===== config.mk =====
export PLATFORM = sky130hd
export DESIGN_NAME = mmio_uart_tx
export DESIGN_NICKNAME = d
export VERILOG_FILES = /design/src/rtl/mmio_uart_pkg.sv /design/src/rtl/uart_tx_fifo.sv /design/src/rtl/mmio_uart_tx.sv
export SDC_FILE = /design/constraint.sdc
export NUM_CORES = 1
export LEC_CHECK = 0
export ABC_AREA = 1
export BUFFER_PORTS_ARGS = -buffer_cell sky130_fd_sc_hd__buf_2
export CAP_MARGIN = 20
export CORE_MARGIN = 2
export CORE_UTILIZATION = 60
export CTS_BUF_LIST = sky130_fd_sc_hd__clkbuf_4
export DETAILED_ROUTE_END_ITERATION = 7
export PLACE_DENSITY = 0.88
export SYNTH_ARGS = -nofsm -noshare
export SYNTH_HDL_FRONTEND = slang
export SYNTH_HIERARCHICAL = 1
export SYNTH_SLANG_ARGS = --single-unit

===== constraint.sdc =====
create_clock -name i_clk -period 7.15 [get_ports i_clk]
set_clock_uncertainty 0.15 [all_clocks]
set_input_delay 1.43 -clock i_clk [delete_from_list [all_inputs] [get_ports i_clk]]
set_output_delay 1.43 -clock i_clk [all_outputs]
set_load 0.1 [all_outputs]

===== src/rtl/mmio_uart_pkg.sv =====
// Shared register map, STATUS bit layout and transmitter state encoding for mmio_uart_tx.
package mmio_uart_pkg;

    localparam logic [1:0] OffData   = 2'd0;
    localparam logic [1:0] OffStatus = 2'd1;
    localparam logic [1:0] OffCtrl   = 2'd2;
    localparam logic [1:0] OffRsvd   = 2'd3;

    localparam int unsigned StatBusy   = 0;
    localparam int unsigned StatFull   = 1;
    localparam int unsigned StatEmpty  = 2;
    localparam int unsigned StatCntLsb = 3;
    localparam int unsigned StatCntMsb = 5;
    localparam int unsigned StatOvf    = 8;
    localparam int unsigned StatWidth  = 9;

    localparam int unsigned CntWidth  = StatCntMsb - StatCntLsb + 1;
    localparam int unsigned FrameBits = 8;
    localparam int unsigned MaxDepth  = 4;

    typedef enum logic [1:0] {
        StIdle  = 2'd0,
        StStart = 2'd1,
        StData  = 2'd2,
        StStop  = 2'd3
    } tx_state_e;

    function automatic logic [StatWidth-1:0] pack_status(
        input logic                busy,
        input logic                full,
        input logic                empty,
        input logic [CntWidth-1:0] count,
        input logic                ovf
    );
        logic [StatWidth-1:0] s;
        s                        = '0;
        s[StatBusy]              = busy;
        s[StatFull]              = full;
        s[StatEmpty]             = empty;
        s[StatCntMsb:StatCntLsb] = count;
        s[StatOvf]               = ovf;
        return s;
    endfunction

endpackage


===== src/rtl/uart_tx_fifo.sv =====
// Transmit byte queue for mmio_uart_tx. With MMIO_UART_TX_FIFO_EN defined it holds g_DEPTH
// entries; otherwise it collapses to a single holding register.
module uart_tx_fifo
    import mmio_uart_pkg::*;
#(
    parameter int unsigned g_DEPTH = 4
) (
    input  logic                i_clk,
    input  logic                i_rst,
    input  logic                i_push,
    input  logic [7:0]          i_data,
    input  logic                i_pop,
    output logic [7:0]          o_data,
    output logic                o_full,
    output logic                o_empty,
    output logic [CntWidth-1:0] o_count
);

`ifdef MMIO_UART_TX_FIFO_EN
    localparam int unsigned Depth = g_DEPTH;
`else
    localparam int unsigned Depth = 1;
`endif
    localparam int unsigned PtrW = $clog2(MaxDepth);

    if (g_DEPTH == 0 || g_DEPTH > MaxDepth || (g_DEPTH & (g_DEPTH - 1)) != 0) begin : gen_bad_depth
        $error("uart_tx_fifo: g_DEPTH must be a power of 2 no larger than 4");
    end

    logic [7:0]          mem_q [MaxDepth];
    logic [PtrW-1:0]     rd_ptr_q, rd_ptr_d;
    logic [PtrW-1:0]     wr_ptr_q, wr_ptr_d;
    logic [CntWidth-1:0] count_q, count_d;
    logic                do_push;
    logic                do_pop;

    // Pointers wrap at the configured depth; entries above it are never addressed.
    function automatic logic [PtrW-1:0] ptr_inc(input logic [PtrW-1:0] p);
        return (p == PtrW'(Depth - 1)) ? '0 : p + PtrW'(1);
    endfunction

    assign o_full  = (count_q == CntWidth'(Depth));
    assign o_empty = (count_q == '0);
    assign o_count = count_q;
    assign o_data  = mem_q[rd_ptr_q];

    // A pop in the same cycle frees the slot, so a push while full still lands.
    assign do_pop  = i_pop && !o_empty;
    assign do_push = i_push && (!o_full || do_pop);

    always_comb begin
        rd_ptr_d = rd_ptr_q;
        wr_ptr_d = wr_ptr_q;
        count_d  = count_q;
        if (do_pop) begin
            rd_ptr_d = ptr_inc(rd_ptr_q);
        end
        if (do_push) begin
            wr_ptr_d = ptr_inc(wr_ptr_q);
        end
        if (do_push && !do_pop) begin
            count_d = count_q + CntWidth'(1);
        end else if (do_pop && !do_push) begin
            count_d = count_q - CntWidth'(1);
        end
    end

    always_ff @(posedge i_clk or posedge i_rst) begin
        if (i_rst) begin
            rd_ptr_q <= '0;
            wr_ptr_q <= '0;
            count_q  <= '0;
            for (int i = 0; i < int'(MaxDepth); i++) begin
                mem_q[i] <= '0;
            end
        end else begin
            rd_ptr_q <= rd_ptr_d;
            wr_ptr_q <= wr_ptr_d;
            count_q  <= count_d;
            if (do_push) begin
                mem_q[wr_ptr_q] <= i_data;
            end
        end
    end

endmodule


===== src/rtl/mmio_uart_tx.sv =====
// Memory-mapped 8N1 UART transmitter with a DATA/STATUS/CTRL register window.
// Define MMIO_UART_TX_FIFO_EN for a g_FIFO_DEPTH queue; default is one holding register.
module mmio_uart_tx
    import mmio_uart_pkg::*;
#(
    parameter int unsigned             g_ADDR_WIDTH   = 11,
    parameter int unsigned             g_DATA_WIDTH   = 9,
    parameter logic [g_ADDR_WIDTH-1:0] g_BASE_ADDR    = 11'h7F0,
    parameter int unsigned             g_CLKS_PER_BIT = 868,
    parameter int unsigned             g_FIFO_DEPTH   = 4
) (
    input  logic                    i_clk,
    input  logic                    i_rst,
    input  logic                    i_en,
    input  logic                    i_we,
    input  logic                    i_re,
    input  logic [g_ADDR_WIDTH-1:0] i_addr,
    input  logic [g_DATA_WIDTH-1:0] i_data,
    output logic [g_DATA_WIDTH-1:0] o_data,
    output logic                    o_tx
);

    localparam int unsigned     BaudW    = (g_CLKS_PER_BIT > 1) ? $clog2(g_CLKS_PER_BIT) : 1;
    localparam logic [BaudW-1:0] BaudLast = BaudW'(g_CLKS_PER_BIT - 1);
    localparam int unsigned     BitW     = $clog2(FrameBits);

    logic                    sel;
    logic                    wr_sel;
    logic                    rd_sel;
    logic [1:0]              off;
    logic                    data_wr;
    logic                    ctrl_clr;
    logic                    ovf_set;
    logic                    ovf_q, ovf_d;
    logic [g_DATA_WIDTH-1:0] rdata_q, rdata_d;
    logic [StatWidth-1:0]    status;

    logic                    fifo_pop;
    logic                    fifo_full;
    logic                    fifo_empty;
    logic [CntWidth-1:0]     fifo_count;
    logic [7:0]              fifo_rdata;

    tx_state_e               state_q;
    logic [BaudW-1:0]        baud_q;
    logic [BitW-1:0]         bit_cnt_q;
    logic [7:0]              shift_q;
    logic                    tx_q;
    logic                    baud_end;

    logic                    unused_data;
    assign unused_data = ^i_data[g_DATA_WIDTH-1:8];

    // Bus decode: simultaneous read and write strobes are treated as no access.
    assign sel      = i_en && (i_addr[g_ADDR_WIDTH-1:2] == g_BASE_ADDR[g_ADDR_WIDTH-1:2]);
    assign off      = i_addr[1:0];
    assign wr_sel   = sel && i_we && !i_re;
    assign rd_sel   = sel && i_re && !i_we;
    assign data_wr  = wr_sel && (off == OffData);
    assign ctrl_clr = wr_sel && (off == OffCtrl) && i_data[0];

    assign baud_end = (baud_q == BaudLast);
    assign fifo_pop = !fifo_empty && ((state_q == StIdle) || (state_q == StStop && baud_end));
    assign ovf_set  = data_wr && fifo_full && !fifo_pop;

    uart_tx_fifo #(
        .g_DEPTH (g_FIFO_DEPTH)
    ) u_fifo (
        .i_clk   (i_clk),
        .i_rst   (i_rst),
        .i_push  (data_wr),
        .i_data  (i_data[7:0]),
        .i_pop   (fifo_pop),
        .o_data  (fifo_rdata),
        .o_full  (fifo_full),
        .o_empty (fifo_empty),
        .o_count (fifo_count)
    );

    assign status = pack_status(state_q != StIdle, fifo_full, fifo_empty, fifo_count, ovf_q);

    always_comb begin
        ovf_d = ovf_q;
        if (ovf_set) begin
            ovf_d = 1'b1;
        end else if (ctrl_clr) begin
            ovf_d = 1'b0;
        end
    end

    always_comb begin
        rdata_d = '0;
        if (rd_sel) begin
            unique case (off)
                OffStatus: rdata_d = g_DATA_WIDTH'(status);
                OffData:   rdata_d = '0;
                OffCtrl:   rdata_d = '0;
                OffRsvd:   rdata_d = '0;
            endcase
        end
    end

    always_ff @(posedge i_clk or posedge i_rst) begin
        if (i_rst) begin
            ovf_q   <= 1'b0;
            rdata_q <= '0;
        end else begin
            ovf_q   <= ovf_d;
            rdata_q <= rdata_d;
        end
    end

    // Serialiser: tx_q is updated together with the state so the line changes exactly
    // on bit boundaries.
    always_ff @(posedge i_clk or posedge i_rst) begin
        if (i_rst) begin
            state_q   <= StIdle;
            baud_q    <= '0;
            bit_cnt_q <= '0;
            shift_q   <= '0;
            tx_q      <= 1'b1;
        end else begin
            unique case (state_q)
                StIdle: begin
                    baud_q    <= '0;
                    bit_cnt_q <= '0;
                    if (!fifo_empty) begin
                        state_q <= StStart;
                        shift_q <= fifo_rdata;
                        tx_q    <= 1'b0;
                    end
                end
                StStart: begin
                    if (baud_end) begin
                        baud_q    <= '0;
                        bit_cnt_q <= '0;
                        state_q   <= StData;
                        tx_q      <= shift_q[0];
                    end else begin
                        baud_q <= baud_q + BaudW'(1);
                    end
                end
                StData: begin
                    if (baud_end) begin
                        baud_q <= '0;
                        if (bit_cnt_q == BitW'(FrameBits - 1)) begin
                            bit_cnt_q <= '0;
                            state_q   <= StStop;
                            tx_q      <= 1'b1;
                        end else begin
                            bit_cnt_q <= bit_cnt_q + BitW'(1);
                            shift_q   <= shift_q >> 1;
                            tx_q      <= shift_q[1];
                        end
                    end else begin
                        baud_q <= baud_q + BaudW'(1);
                    end
                end
                StStop: begin
                    if (baud_end) begin
                        baud_q <= '0;
                        if (!fifo_empty) begin
                            state_q <= StStart;
                            shift_q <= fifo_rdata;
                            tx_q    <= 1'b0;
                        end else begin
                            state_q <= StIdle;
                        end
                    end else begin
                        baud_q <= baud_q + BaudW'(1);
                    end
                end
            endcase
        end
    end

    assign o_tx   = tx_q;
    assign o_data = rdata_q;

endmodule


==> reports/results.ini, run 1 <==
[outcome]
status=completed

[synth]
synth_top_area_cell=dfrtp_1
synthMostInstantiatedCell=nand2_1
synth_seq_cells=71
yosys_warnings=6
postSynthAreaPerCell_um2=8.05
synth_commonest_cells=nand2_1 (158), dfrtp_1 (70), nor2_1 (52), nand4_1 (33), inv_1 (30)
synth_top_cell_area_share=0.459
syn_inst=474
ys_seq_area_frac=0.466
syn_area_mm2=0.00382
ys.flop_type=dfrtp_1
async_reset_ff_frac=1.00
ys_top_cells_by_area=dfrtp_1 (46%), nand2_1 (16%), ha_1 (5.9%), nand4_1 (5.4%), nor2_1 (5.1%)
yosysUniqueCellTypes=33
synth-edff-count=0

[sta]
tns_ns=0
hold_viol=0
finalSetupViolations=0
fin_crit_ns=3.04
period_share=0.425
maxSlewViolCount=0
rsz0062_at_grt=no
max-slew-margin-rel=0.653
max_freq_mhz=329
worstMarginPinSlew_ns=0.520

[cts]
numCtsBuffers=9
root_buffer=clkbuf_4
cts_sinks=71
clock_path_buffers=2
ctsResizeCount=0
cts_setup_buffers=0
clk_pin_slew_ns=0.11
cts_tree=done
hold_buffers=0
clock_latency_ns=0.43
htree_num_levels=3

[job]
maxCapViolations=0

[placed_design]
gp_congestion=0.790
hpwl_mm=5.48
post_dp_cell_area_mm2=0.00399
portBuffers=31

[floorplanning]
die_x_um=83.8
core_mm2=0.00624
start_util=0.612
die-area_mm2=0.00702
rows=29
die_y_um=83.8
io_pins=35

[layout]
antenna_cells=0
nets=545
final_layout_size_suffix_gt1_frac=0.150
fillCellCount=515
syn_to_final_growth_pct=8.62
fin_area_mm2=0.00415

[critical_path]
slowest_stage=buf_4
path_max_fanout=38
path_class=primary input to register
worst-path-buf-inv=5
cp-end-kind=register
cp_common_cell=inv_1
path_cells=buf_2 -> or2_2 -> nor2_2 -> buf_4 -> nand2_1 -> inv_2 -> ha_1 -> inv_1 -> nand3_1 -> xor2_1 -> inv_1
crit_required_ns=7.32
cp-start-kind=primary input
critPathTopFamily=buffers and inverters
reg2reg_slack_ns=4.34
critPathArrivalTime_ns=3.21
critPathMaxStageDelay_ns=0.37

[routing]
wirelength_mm=7.88
wl_per_cell_um=13.5
dr.pass1.iters=7
viasPerCell=5.53
ant_nets=0
drc=0
drt_iter0_markers=335
vias=3228

[global_routing]
grt.total_usage=0.241
gr-total-overflow=0
grt_start_max_net_pins=40
grt_pass1_vias=3046
antenna_found_initial=0
grt_pass1_wl_mm=13.6

[power_and_ir_drop]
ir_drop_v=0.000124
power_leakage_uw=0.00217
power.density_mw_per_mm2=172

[hold_path]
holdCritPathClass=register to register

[layout make-up]
cell class	instances	area [um^2]	share of cell area
flip-flops and latches	71	1780	0.429
clock inverters	7	87.6	0.0211
repair buffers	34	178	0.0428
well taps	77	96.3	0.0232
inverters	33	124	0.0299
multi-input cells	353	1820	0.438
clock buffers	9	67.6	0.0163
[report_power, final]
part	total [uW]	internal, uW	switching [uW]	leakage, uW
registers	402	402	0.122	0.000963
clock network	284	139	145	0.0000770
logic	25.6	6.62	18.9	0.00113
total	711	547	165	0.00217
[state kept, by name (all words and copies together), names as in the netlist]
signal,flops
baud_q,10
bit_cnt_q,3
o_data,7
o_tx,1
ovf_q,1
shift_q,8
state_q,2
u_fifo/mem_q,32
u_fifo/o_count,3
u_fifo/rd_ptr_q,2
u_fifo/wr_ptr_q,2
[cells in the final DEF (no fill, tap or decap)]
cell type / instances
a21oi_1: 4
buf_2: 31
buf_4: 3
bufinv_16: 2
clkbuf_4: 9
clkinv_1: 2
clkinv_2: 1
clkinvlp_4: 2
conb_1: 2
dfrtp_1: 70
dfstp_2: 1
ha_1: 18
inv_1: 30
inv_2: 3
nand2_1: 158
nand2_2: 5
nand2_4: 4
nand2_8: 1
nand3_1: 19
nand3_2: 5
nand3b_1: 2
nand4_1: 33
nor2_1: 51
nor2_2: 5
nor2_4: 2
nor3_1: 2
nor3b_1: 1
o211ai_1: 1
o21ai_0: 24
o21ai_2: 1
o22ai_1: 8
o31ai_1: 1
or2_2: 1
xnor2_1: 2
xor2_1: 3
[metal layers]
| metal | routed length, um | GRT usage | vias up |
|---|---|---|---|
| li1 | - | - | 1596 |
| met3 | 398 | 0.0495 | 10 |
| met5 | 0 | 0 | - |
| met4 | 128 | 0.0982 | 0 |
| met1 | 3390 | 0.316 | 1539 |
| met2 | 3960 | 0.395 | 83 |
[path summary, 6_finish.rpt]
| check | to | start | cells past startpoint |
|---|---|---|---|
| min in group asynchronous | o_data[4]$_DFF_PP0_ | i_rst | 3 |
| hold / removal | baud_q[0]$_DFF_PP0_ | baud_q[0]$_DFF_PP0_ | 1 |
| hold reg to reg | baud_q[0]$_DFF_PP0_ | baud_q[0]$_DFF_PP0_ | 1 |
| max in group asynchronous | u_fifo/mem_q[6]$_DFFE_PP0P_ | i_rst | 3 |
| setup / recovery | u_fifo/o_count[2]$_DFFE_PP0P_ | i_addr[1] | 11 |
| setup reg to reg | u_fifo/o_count[2]$_DFFE_PP0P_ | u_fifo/o_count[0]$_DFFE_PP0P_ | 16 |
[kinds of logic after synthesis]
logic type / Yosys count / share of synthesized area
buf+inv: 51 / 0.0603
fa+ha+maj: 18 / 0.0590
other cells: 1 / 0.000982
xor+xnor: 5 / 0.0115
compound gates: 39 / 0.0561
flops: 71 / 0.466
simple gates: 289 / 0.346
[per-stage QoR]
step	std cells	setup slack [ns]	power (uW)	hold WS (ns)	util
finish	584	4.11	711	0.325	0.664
global route	584	3.90	734	0.343	0.664
CTS	584	4.14	715	0.326	0.664
detailed placement	568	3.70	435	0.303	0.640
global placement	568	3.74	435	0.294	0.640
floorplan	475	4.15	424	0.280	-
(Power assumes the default switching activity.)
==> run 2: changes to the inputs <==
- clock period: 7.15 -> 2.85 ns (I/O delays scaled with it)
==> reports/results.ini, run 2 (synthesis gave the netlist of run 1 again) <==
[outcome]
status=completed

[sta]
hold_viol=0  ; unchanged
max-slew-margin-rel=0.576  ; -0.0777
fin_crit_ns=2.60
maxSlewViolCount=0  ; unchanged
period_share=0.914
finalSetupViolations=0  ; unchanged
rsz0062_at_grt=no
tns_ns=0  ; unchanged
max_freq_mhz=384
worstMarginPinSlew_ns=0.636  ; +0.116 ns

[critical_path]
path_max_fanout=6  ; -84%
cp-end-kind=register
slowest_stage=dfrtp_1
critPathArrivalTime_ns=2.77  ; -0.44 ns
path_class=register to register
path_cells=inv_1 -> ha_1 -> inv_1 -> nand2_2 -> nand2_1 -> inv_1 -> nand2_4 -> nand2_8 -> nand2_1 -> inv_2 -> ha_1 -> inv_1 -> nand3_1 -> xor2_1 -> inv_1
worst-path-buf-inv=6  ; +1
cp_common_cell=inv_1
crit_required_ns=3.01  ; -4.31 ns
critPathTopFamily=adder cells
cp-start-kind=register
critPathMaxStageDelay_ns=0.46  ; +0.09 ns

[power_and_ir_drop]
ir_drop_v=0.000318  ; +160%
power_leakage_uw=0.00219  ; +0.59%
design_power_total_uw=1810  ; +150%
power.density_mw_per_mm2=434  ; +150%

[routing]
vias=3193  ; -1.1%
wirelength_mm=7.88  ; about the same
wl_per_cell_um=13.4  ; -0.32%
dr.pass1.iters=4  ; -3
drc=0  ; unchanged
viasPerCell=5.45  ; -1.4%
drt_iter0_markers=178  ; -47%
ant_nets=0  ; unchanged

[global_routing]
grt_start_max_net_pins=40  ; unchanged
antenna_found_initial=0  ; unchanged
gr-total-overflow=0  ; unchanged
grt_pass1_wl_mm=13.4  ; -1.5%
grt_pass1_vias=3053  ; +0.23%
grt.total_usage=0.236  ; -0.00555

[floorplanning]
die_y_um=83.8  ; unchanged
io_pins=35  ; unchanged
rows=29  ; unchanged
start_util=0.612  ; unchanged
core_mm2=0.00624  ; unchanged
die_x_um=83.8  ; unchanged
die-area_mm2=0.00702  ; unchanged

[cts]
root_buffer=clkbuf_4
clk_pin_slew_ns=0.12  ; about the same
hold_buffers=0  ; unchanged
cts_tree=done
cts_setup_buffers=0  ; unchanged
cts_sinks=71  ; unchanged
clock_path_buffers=2  ; unchanged
htree_num_levels=3  ; unchanged
numCtsBuffers=9  ; unchanged
ctsResizeCount=0  ; unchanged
clock_latency_ns=0.43  ; about the same

[layout]
final_layout_size_suffix_gt1_frac=0.155  ; +0.00530
regMostFlops=u_fifo/mem_q
layout_commonest_cell=nand2_1
antenna_cells=0  ; unchanged
fin_area_mm2=0.00417  ; +0.57%
final_cell_mix=nand2_1 (158), dfrtp_1 (70), nor2_1 (51), nand4_1 (33), buf_2 (31)
largest_register_ffs=32  ; unchanged
fin_cells=586  ; +0.34%
nets=547  ; +0.37%
syn_to_final_growth_pct=9.24
reg.largest.list=u_fifo/mem_q: 32 flops, baud_q: 10 flops, shift_q: 8 flops

[placed_design]
dp_cells=570  ; +0.35%
hpwl_mm=5.60  ; +2.2%
gp_congestion=0.817  ; +3.4%
portBuffers=31  ; unchanged
post_dp_cell_area_mm2=0.00401  ; +0.38%

[job]
maxCapViolations=0  ; unchanged

[hold_path]
holdCritPathClass=primary input to async pin

-- run 2: cell count changes in the layout (fill, tap and decap cells not counted), sizes merged --
| cell | previous run | this run |
|---|---|---|
| buf | 34 | 36 |
| clkinv | 3 | 2 |
| inv | 33 | 34 |
-- run 2: metrics by stage --
step            util  setup slack [ns]  hold slack, ns
2_1_floorplan      -             0.541           0.280
3_3_place_gp   0.642             0.350           0.297
3_5_place_dp   0.642             0.301           0.304
4_1_cts        0.668             0.270          0.0690
5_1_grt        0.668            0.0348           0.114
6_report       0.668             0.246          0.0760
-- run 2: final cells by class --
type / instances / area, um^2
clock inverters: 7 / 96.3
repair buffers: 36 / 193
flip-flops and latches: 71 / 1780
inverters: 33 / 124
fillers: 543 / 2070
multi-input cells: 353 / 1820
well taps: 77 / 96.3
clock buffers: 9 / 67.6
-- run 2: power breakdown --
part	switching (uW)	internal, uW	leakage, uW
clock network	380	357	0.0000802
logic	48.3	16.6	0.00114
registers	0.315	1010	0.000963
total	428	1380	0.00219
-- run 2: routing by layer --
metal / vias to the layer above / track usage / routed length [um]
li1: 1597 / - / -
met2: 96 / 0.399 / 3990
met4: 0 / 0.103 / 102
met1: 1491 / 0.301 / 3380
met5: - / 0 / 0
met3: 9 / 0.0366 / 407
-- run 2: path summary, 6_finish.rpt --
| kind | from | end | slack [ns] | cells past startpoint |
|---|---|---|---|---|
| worst max-delay path | state_q[0]$_DFFE_PP0P_ | u_fifo/o_count[2]$_DFFE_PP0P_ | 0.25 | 15 |
| worst min-delay path | i_rst | state_q[0]$_DFFE_PP0P_ | 0.08 | 2 |
| worst max register to register | state_q[0]$_DFFE_PP0P_ | u_fifo/o_count[2]$_DFFE_PP0P_ | 0.25 | 15 |
| worst min register to register | baud_q[0]$_DFF_PP0_ | baud_q[0]$_DFF_PP0_ | 0.32 | 1 |
| max in group asynchronous | i_rst | o_tx$_DFFE_PP1P_ | 1.76 | 3 |
| min in group i_clk | i_data[6] | u_fifo/mem_q[30]$_DFFE_PP0P_ | 0.27 | 3 |
==> run 3: changes to the inputs <==
- ABC_AREA: 1 -> not set
- ABC_CLOCK_PERIOD_IN_PS: not set -> 2850
- CAP_MARGIN: 20 -> 15
- PLACE_DENSITY: 0.88 -> 0.89
==> reports/results.ini, run 3 <==
[outcome]
status=completed

[synth]
synth_seq_cells=71  ; unchanged
postSynthAreaPerCell_um2=13.0  ; +62%
synth_commonest_cells=dfrtp_1 (70), mux2_2 (52), ha_1 (18), inv_1 (17), nand2_1 (10)
ys_top_cells_by_area=dfrtp_1 (48%), mux2_2 (16%), ha_1 (6.2%), mux4_2 (4.9%), a21oi_4 (1.8%)
ys.flop_type=dfrtp_1
synthMuxAreaShare=0.219  ; +0.219
synth_adder_area_share=0.0618  ; +0.00284
syn_inst=280  ; -41%
synth_top_area_cell=dfrtp_1
synthMostInstantiatedCell=dfrtp_1
ys_seq_area_frac=0.488  ; +0.0224
async_reset_ff_frac=1.00  ; unchanged
synth-edff-count=0  ; unchanged
synth_xor_area_frac=0.0265  ; +0.0150
syn_area_mm2=0.00364  ; -4.6%
synth_compound_area_frac=0.0656  ; +0.00957
synth_top_cell_area_share=0.481  ; +0.0221
yosysUniqueCellTypes=48  ; +45%
yosys_warnings=6  ; unchanged
synth_top_family_by_area=multiplexers
synth-simple-area-share=0.104  ; -0.242

[routing]
drc=0  ; unchanged
ant_nets=0  ; unchanged
drt_iter0_markers=156  ; -12%
dr.pass1.iters=4  ; unchanged
wirelength_mm=6.65  ; -16%
viasPerCell=5.56  ; +2.1%
wl_per_cell_um=16.2  ; +20%
vias=2287  ; -28%

[cts]
numCtsBuffers=9  ; unchanged
cts_setup_buffers=0  ; unchanged
htree_num_levels=3  ; unchanged
clock_path_buffers=2  ; unchanged
cts_sinks=71  ; unchanged
root_buffer=clkbuf_4
cts_tree=done
clk_pin_slew_ns=0.11  ; about the same
clock_latency_ns=0.41  ; -0.02 ns

[power_and_ir_drop]
power_leakage_uw=0.00209  ; -4.7%
power.density_mw_per_mm2=459  ; +5.9%
design_power_total_uw=1920  ; +6.4%
ir_drop_v=0.000470  ; +48%

[floorplanning]
rows=28  ; -3.4%
die-area_mm2=0.00671  ; -4.4%
die_y_um=81.9  ; -2.2%
io_pins=35  ; unchanged
start_util=0.619  ; +0.00717
die_x_um=81.9  ; -2.2%
core_mm2=0.00589  ; -5.7%

[global_routing]
gr-total-overflow=0  ; unchanged
antenna_found_initial=0  ; unchanged
grt_pass1_wl_mm=11.3  ; -16%
grt_use_met1=0.290  ; -0.0119
use_met3=0.0484  ; +0.0118
grt_pass1_vias=2401  ; -21%
grt_start_max_net_pins=40  ; unchanged
grt.total_usage=0.228  ; -0.00805
grt_util_met2=0.363  ; -0.0351
grt.busiest_layer=met2

[layout]
nets=374  ; -32%
regMostFlops=u_fifo/mem_q
largest_register_ffs=32  ; unchanged
fin_cells=411  ; -30%
final_cell_mix=dfrtp_1 (70), mux2_2 (52), buf_2 (31), ha_1 (18), inv_1 (17)
syn_to_final_growth_pct=15.0
antenna_cells=0  ; unchanged
final_layout_size_suffix_gt1_frac=0.408  ; +0.253
reg.largest.list=u_fifo/mem_q: 32 flops, baud_q: 10 flops, shift_q: 8 flops
layout_commonest_cell=dfrtp_1
multi_input_area_mm2=0.00175  ; -3.5%
regArea_mm2=0.00178  ; unchanged
fillCellCount=407  ; -25%

[placed_design]
gp_congestion=0.791  ; -3.3%
hpwl_mm=4.95  ; -12%
portBuffers=31  ; unchanged
dp_cells=394  ; -31%

[critical_path]
reg2reg_slack_ns=0.21  ; -0.04 ns
path_max_fanout=8  ; +2
path_class=register to register
worstRegToRegCells=11  ; -4
critPathArrivalTime_ns=2.79  ; +0.02 ns
cp-end-kind=register
reg2reg_to=u_fifo/mem_q[19]$_DFFE_PP0P_
timing.rr.start=u_fifo/o_count[1]$_DFFE_PP0P_
crit_required_ns=3.00  ; about the same
cp-start-kind=register

[sta]
rsz0062_at_grt=no
max-slew-margin-rel=0.614  ; +0.0381
hold_viol=0  ; unchanged
tns_ns=0  ; unchanged
finalSetupViolations=0  ; unchanged
fin_crit_ns=2.64  ; +0.0393 ns
maxSlewViolCount=0  ; unchanged
worstMarginPinSlew_ns=0.578  ; -0.0584 ns
max_freq_mhz=378  ; -1.5%
period_share=0.928  ; +0.0138

[hold_path]
holdCritPathClass=primary input to register
hold_path.startpoint=i_addr[1]
min_path_cells=2
min_to=ovf_q$_DFFE_PP0P_

[job]
maxCapViolations=0  ; unchanged

-- run 3: routing by layer --
layer / up-vias / share of wire
li1: 1104 / -
met1: 1142 / 0.44
met4: 0 / 0.020
met2: 28 / 0.52
met3: 13 / 0.022
met5: - / 0
-- run 3: area by class of cell --
class                           instances  share of cell area
Clock buffer                           10              0.0179
Timing Repair Buffer                   49              0.0818
Multi-Input combinational cell        183               0.418
Inverter                               17              0.0152
Clock inverter                          6              0.0203
Sequential cell                        71               0.424
Tap cell                               75              0.0224
-- run 3: power breakdown --
part           internal [uW]  switching [uW]
logic                   66.8             101
registers               1030            19.8
clock network            363             346
total                   1460             467
-- run 3: cell families after synthesis --
logic type      after synthesis
simple gates                 63
compound gates               26
other cells                   1
flops                        71
xor+xnor                     11
mux                          63
buf+inv                      27
fa+ha+maj                    18
-- run 3: worst max-delay path, stage by stage (launching register included) --
cell and delay, ns:
dfrtp_1 0.42, inv_1 0.10, ha_1 0.19, nor2b_1 0.14, buf_4 0.16, nor2_1 0.23
or2_2 0.20, nand2b_1 0.09, buf_4 0.19, a21oi_4 0.17, buf_12 0.14, mux2_1 0.34
-- run 3: how the worst max path moves through the flow --
stage	end	slack (ns)	depth (start not counted)	startpoint
2_1_floorplan	u_fifo/o_count[2]$_DFFE_PP0P_	0.09	8	i_addr[0]
3_3_place_gp	u_fifo/mem_q[20]$_DFFE_PP0P_	0.02	9	i_addr[0]
3_5_place_dp	u_fifo/o_count[2]$_DFFE_PP0P_	-0.05	9	i_addr[0]
4_1_cts	u_fifo/mem_q[19]$_DFFE_PP0P_	0.16	11	u_fifo/o_count[1]$_DFFE_PP0P_
5_1_grt	u_fifo/o_count[2]$_DFFE_PP0P_	0.02	12	u_fifo/o_count[1]$_DFFE_PP0P_
6_report	u_fifo/mem_q[19]$_DFFE_PP0P_	0.21	11	u_fifo/o_count[1]$_DFFE_PP0P_
-- run 3: what timing repair did --
action,CTS,global route
hold buffers,1,0
resized for setup,0,1
setup endpoints to repair,0,1
hold endpoints to repair,9,0
-- run 3: metrics by stage --
stage	setup slack [ns]	hold WS, ns	cell area [um^2]	utilization
global placement	0.0198	0.323	4010	0.682
floorplan	0.0926	0.301	3650	-
finish	0.206	0.200	4190	0.712
global route	0.0249	0.175	4190	0.712
CTS	0.164	0.172	4180	0.711
detailed placement	-0.0469	0.335	4010	0.682
